File: src/rtl/mem_arb_pkg.sv
// Shared types, limits and width helper for the memory port arbiter.
package mem_arb_pkg;

  typedef enum logic [1:0] {
    IDLE  = 2'd0,
    ISSUE = 2'd1,
    WAIT  = 2'd2,
    DONE  = 2'd3
  } arb_state_e;

  localparam int MAX_REQ = 8;
  localparam int MAX_LAT = 4;

  // Never returns less than 1 so single-bit counters/pointers stay legal.
  function automatic int clog2w(input int n);
    return (n <= 2) ? 1 : $clog2(n);
  endfunction

endpackage

File: src/rtl/mem_port_arbiter_pick.sv
// Combinational winner selection: highest index in fixed mode, or the first
// requester above the pointer (wrapping) in round-robin mode.
module arb_pick #(
  parameter int NUM_REQ = 2,
  parameter int PW      = 1
) (
  input  logic [NUM_REQ-1:0] req_i,
  input  logic [PW-1:0]      ptr_i,
  input  logic               rr_i,
  output logic [NUM_REQ-1:0] gnt_o,
  output logic [PW-1:0]      idx_o,
  output logic               any_o
);

  logic found;
  int   j;

  always_comb begin
    idx_o = '0;
    found = 1'b0;
    j     = 0;
    any_o = |req_i;
    if (!rr_i) begin
      for (int i = 0; i < NUM_REQ; i++) begin
        if (req_i[i]) idx_o = PW'(i);
      end
    end else begin
      for (int k = 1; k <= NUM_REQ; k++) begin
        j = (int'(ptr_i) + k) % NUM_REQ;
        if (!found && req_i[PW'(j)]) begin
          idx_o = PW'(j);
          found = 1'b1;
        end
      end
    end
    gnt_o = '0;
    if (any_o) gnt_o[idx_o] = 1'b1;
  end

endmodule

File: src/rtl/mem_port_arbiter.sv
// Registered arbiter sharing one fixed-latency memory port between NUM_REQ
// requesters; each access runs ISSUE -> WAIT (MEM_LAT cycles) -> DONE.
module mem_port_arbiter
  import mem_arb_pkg::*;
#(
  parameter int WIDTH   = 16,
  parameter int NUM_REQ = 2,
  parameter int MEM_LAT = 1,
  parameter int RR      = 0
) (
  input  logic                     clk,
  input  logic                     rst_n,
  input  logic [NUM_REQ-1:0]       req,
  input  logic [NUM_REQ-1:0]       we,
  input  logic [NUM_REQ*WIDTH-1:0] addr,
  input  logic [NUM_REQ*WIDTH-1:0] wdata,
  output logic [NUM_REQ-1:0]       gnt,
  output logic [NUM_REQ-1:0]       done,
  output logic [WIDTH-1:0]         rdata,
  output logic                     busy,
  output logic                     mem_en,
  output logic                     mem_we,
  output logic [WIDTH-1:0]         mem_addr,
  output logic [WIDTH-1:0]         mem_wdata,
  input  logic [WIDTH-1:0]         mem_rdata,
  output arb_state_e               dbg_state
);

  localparam int PW = clog2w(NUM_REQ);
  localparam int CW = clog2w(MAX_LAT + 1);

  // Handshake: req/we/addr/wdata are a request held stable until the one-cycle
  // gnt pulse; req still high after the gnt cycle is a new request, and only
  // IDLE and DONE sample req. done pulses once per access, rdata valid with it.

  arb_state_e           state_q, state_d;
  logic [CW-1:0]        cnt_q, cnt_d;
  logic [PW-1:0]        ptr_q, win_q;
  logic                 we_q;
  logic [NUM_REQ-1:0]   gnt_q, done_q;
  logic [WIDTH-1:0]     rdata_q, mem_addr_q, mem_wdata_q;
  logic                 busy_q, mem_en_q, mem_we_q;

  logic [NUM_REQ-1:0]   pick_gnt;
  logic [PW-1:0]        pick_idx;
  logic                 pick_any;
  logic                 take;
  logic                 finish;
  logic [NUM_REQ-1:0]   win_oh;

  arb_pick #(
    .NUM_REQ (NUM_REQ),
    .PW      (PW)
  ) u_pick (
    .req_i (req),
    .ptr_i (ptr_q),
    .rr_i  (RR != 0),
    .gnt_o (pick_gnt),
    .idx_o (pick_idx),
    .any_o (pick_any)
  );

  always_comb begin
    state_d = state_q;
    cnt_d   = cnt_q;
    take    = 1'b0;
    finish  = 1'b0;
    win_oh  = '0;
    win_oh[win_q] = 1'b1;
    case (state_q)
      IDLE: begin
        if (pick_any) begin
          take    = 1'b1;
          state_d = ISSUE;
        end
      end
      ISSUE: begin
        cnt_d   = CW'(1);
        state_d = WAIT;
      end
      WAIT: begin
        if (cnt_q == CW'(MEM_LAT)) begin
          finish  = 1'b1;
          state_d = DONE;
        end else begin
          cnt_d = cnt_q + CW'(1);
        end
      end
      DONE: begin
        if (pick_any) begin
          take    = 1'b1;
          state_d = ISSUE;
        end else begin
          state_d = IDLE;
        end
      end
      default: state_d = IDLE;
    endcase
  end

  // Output flops are loaded from the next-state decision so every port is a
  // register that lines up with the state it describes.
  always_ff @(posedge clk or negedge rst_n) begin
    if (!rst_n) begin
      state_q     <= IDLE;
      cnt_q       <= '0;
      ptr_q       <= PW'(NUM_REQ - 1);
      win_q       <= '0;
      we_q        <= 1'b0;
      gnt_q       <= '0;
      done_q      <= '0;
      rdata_q     <= '0;
      busy_q      <= 1'b0;
      mem_en_q    <= 1'b0;
      mem_we_q    <= 1'b0;
      mem_addr_q  <= '0;
      mem_wdata_q <= '0;
    end else begin
      state_q  <= state_d;
      cnt_q    <= cnt_d;
      busy_q   <= (state_d != IDLE);
      gnt_q    <= '0;
      done_q   <= '0;
      mem_en_q <= 1'b0;
      mem_we_q <= 1'b0;
      if (take) begin
        win_q       <= pick_idx;
        ptr_q       <= pick_idx;
        we_q        <= we[pick_idx];
        mem_addr_q  <= addr[int'(pick_idx)*WIDTH +: WIDTH];
        mem_wdata_q <= wdata[int'(pick_idx)*WIDTH +: WIDTH];
        gnt_q       <= pick_gnt;
        mem_en_q    <= 1'b1;
        mem_we_q    <= we[pick_idx];
      end
      if (finish) begin
        done_q <= win_oh;
        if (!we_q) rdata_q <= mem_rdata;
      end
    end
  end

  assign gnt       = gnt_q;
  assign done      = done_q;
  assign rdata     = rdata_q;
  assign busy      = busy_q;
  assign mem_en    = mem_en_q;
  assign mem_we    = mem_we_q;
  assign mem_addr  = mem_addr_q;
  assign mem_wdata = mem_wdata_q;
  assign dbg_state = state_q;

endmodule

File: config.mk
export PLATFORM = sky130hd
export DESIGN_NAME = mem_port_arbiter
export DESIGN_NICKNAME = d
export VERILOG_FILES = /design/src/rtl/mem_arb_pkg.sv /design/src/rtl/mem_port_arbiter_pick.sv /design/src/rtl/mem_port_arbiter.sv
export SDC_FILE = /design/constraint.sdc
export NUM_CORES = 1
export LEC_CHECK = 0
export ABC_AREA = 1
export CAP_MARGIN = 20
export CORE_MARGIN = 5
export CORE_UTILIZATION = 44
export DETAILED_ROUTE_END_ITERATION = 10
export PLACE_DENSITY = 0.95
export SLEW_MARGIN = 20
export SYNTH_ARGS = -nofsm -noshare
export SYNTH_HDL_FRONTEND = slang
export SYNTH_SLANG_ARGS = --single-unit
File: constraint.sdc
create_clock -name clk -period 2.8 [get_ports clk]
set_input_delay 0.56 -clock clk [delete_from_list [all_inputs] [get_ports clk]]
set_output_delay 0.56 -clock clk [all_outputs]
set_load 0.005 [all_outputs]
==> results.ini <==
[logic_synthesis]
syn-cell-area_mm2 = 0.002932
synthCells = 382
synth_nets = 474
ys_types = 18
ys.warnings.count = 0
ys_seq_elements = 62
ys_seq_area_frac = 0.5292
syn_area_per_cell_um2 = 7.674

[die]
chipHeight_um = 91.63
pin_count = 143
start_util = 0.4565
core_mm2 = 0.006422
rows = 29
fp.dieW_um = 91.63
die_area_mm2 = 0.008395

[worst_setup_path]
worstSetupStartpointType = flip-flop
cpPeakStageDelay_ns = 0.54
rr_worst_depth = 6
crit_chain = clkdlybuf4s50_1
crit_required_ns = 2.24
crit_slowest_cell = clkdlybuf4s50_1
r2r-end = we_q
r2r-start = dbg_state[0]
critPathBufInv = 1
crit_family = buffers and inverters
worstSetupEndpointType = output port
crit_type = flip-flop to output port
cp_data_arrival_time_ns = 1.25
path_max_fanout = 2
r2r_slack_ns = 1.05

[sta]
fin_crit_ns = 1.809
setup_ws_ns = 0.9906
post-route-period-util = 0.6462
tightestPinTransition_ns = 0.5342
grt_setup_unrepaired = no
finalSetupViolations = 0
timing.fmax_mhz = 552.7
fin_worst_skew_ns = 0.007100
tns_ns = 0
finalMaxSlewViolations = 0
maxSlewHeadroom = 0.6417
hold_viol = 0

[finish]
final_common_cell = nand2_1
drive_gt1_frac = 0.05133
fillers = 506
most-common-layout-cells = 247 x nand2_1, 141 x clkdlybuf4s50_1, 62 x dfrtp_1, 17 x nand3_1, 12 x clkbuf_8
regArea_mm2 = 0.001551
syn2layout_area_growth_pct = 56.30
num_antenna_cells = 0
multi_input_area_mm2 = 0.001190
nets = 613

[clocking]
cts_buffers = 9
insertion_delay_ns = 0.32
clock_path_buffers = 2
postCtsHoldBufs = 0
cts_sinks = 62
h-tree-depth = 3
cts_tree = yes
post_cts_buffers = 0
clockRootBuffer = clkbuf_8
postCtsResizedCells = 0
path_clk_slew_ns = 0.06

[power]
power.total_uw = 4506
power_density_mw_per_mm2 = 983.5
p_leak_uw = 0.002359
irDropWorstVdd_uv = 416.9

[outcome]
status = finished, final reports clean

[detailed_routing]
wire_per_inst_um = 13.32
firstDrtPassIters = 4
dr_wl_met2_um = 3878
wl_um = 8032
vias_per_cell = 4.745
drc = 0
drt-met1-wl_um = 3196
highest_layer = met4
postRouteAntennaNets = 0
num_vias = 2861
drt_iter0_drc = 98
dr_wl_met3_um = 753

[place]
dp_worst_setup_slack_ns = 0.6620
dp_hpwl_um = 6172
io_buffers = 142
routabilityCongestion = 0.7831

[min_path]
hold_class = input pin to asynchronous set/reset pin

[global_route]
grt_pass1_wl_um = 13360
grtUsageTotal = 0.1985
grt_overflow = 0
grt_pass1_vias = 2854
antenna_found_initial = 0
grt_max_degree = 61

[job]
cap_violations = 0

-- cell usage after synthesis --
cell type | number | area, um^2
buf_2 | 6 | 30.03
buf_4 | 4 | 30.03
buf_6 | 6 | 67.56
clkbuf_1 | 1 | 3.750
clkinv_1 | 1 | 3.750
dfrtp_1 | 62 | 1551
ha_1 | 6 | 75.07
inv_1 | 11 | 41.29
inv_2 | 2 | 7.510
inv_4 | 1 | 6.260
nand2_1 | 247 | 927.1
nand2_4 | 1 | 11.26
nand3_1 | 17 | 85.08
nand3_2 | 1 | 10.01
nor2_1 | 10 | 37.54
nor2_4 | 2 | 22.52
o21ai_0 | 3 | 15.01
or2_2 | 1 | 6.260
-- registers in the layout (all words and copies together) (netlist names) --
register / count
mem_en: 1
mem_we: 1
rdata: 16
dbg_state: 2
busy: 1
win_q: 1
gnt: 2
done: 2
mem_addr: 16
we_q: 1
cnt_q: 3
mem_wdata: 16
-- cell type report --
class / instances / area share
sequential: 62 / 0.3386
timing repair buffer: 145 / 0.3168
inverter: 15 / 0.01283
tap: 77 / 0.02103
clock inverter: 3 / 0.01420
multi-input combinational: 288 / 0.2597
clock buffer: 13 / 0.03687
-- layer usage --
metal,GRT usage,vias up
li1,-,1420
met3,0.05974,17
met5,0,-
met1,0.2308,1289
met4,0.08543,0
met2,0.3396,135
-- kinds of logic after synthesis --
family	count (synthesis)	share of synthesized area
flip-flops	62	0.5292
adder cells (fa/ha/maj)	6	0.02561
AO/OA/AOI/OAI	3	0.005120
AND/OR/NAND/NOR	279	0.3752
buffers and inverters	32	0.06487
-- where the power goes --
part / internal (uW) / switching, uW
clock network: 573 / 319
logic: 1060 / 1020
registers: 1310 / 219
total: 2940 / 1560
-- worst max path at each step --
stage | from | endpoint | slack [ns] | depth (start not counted)
after floorplan | dbg_state[0] | mem_addr[0] | 1.43 | 7
after global placement | req[1] | we_q | 0.73 | 6
after detailed placement | req[1] | we_q | 0.66 | 6
after CTS | dbg_state[0] | dbg_state[0] | 0.96 | 1
after global routing | req[1] | mem_wdata[8] | 0.91 | 6
final | mem_addr[5] | mem_addr[5] | 0.99 | 1
-- per-stage QoR --
step                      hold WS (ns)  std cells  area (um^2)  utilization
after global routing           0.02227        603         4582       0.7134
after global placement          0.3668        587         4348       0.6770
after floorplan                 0.2644        382         2932            -
after CTS                      0.01974        603         4582       0.7134
after detailed placement        0.3691        587         4348       0.6770
final                          0.03776        603         4582       0.7134
(Power assumes the default switching activity.)
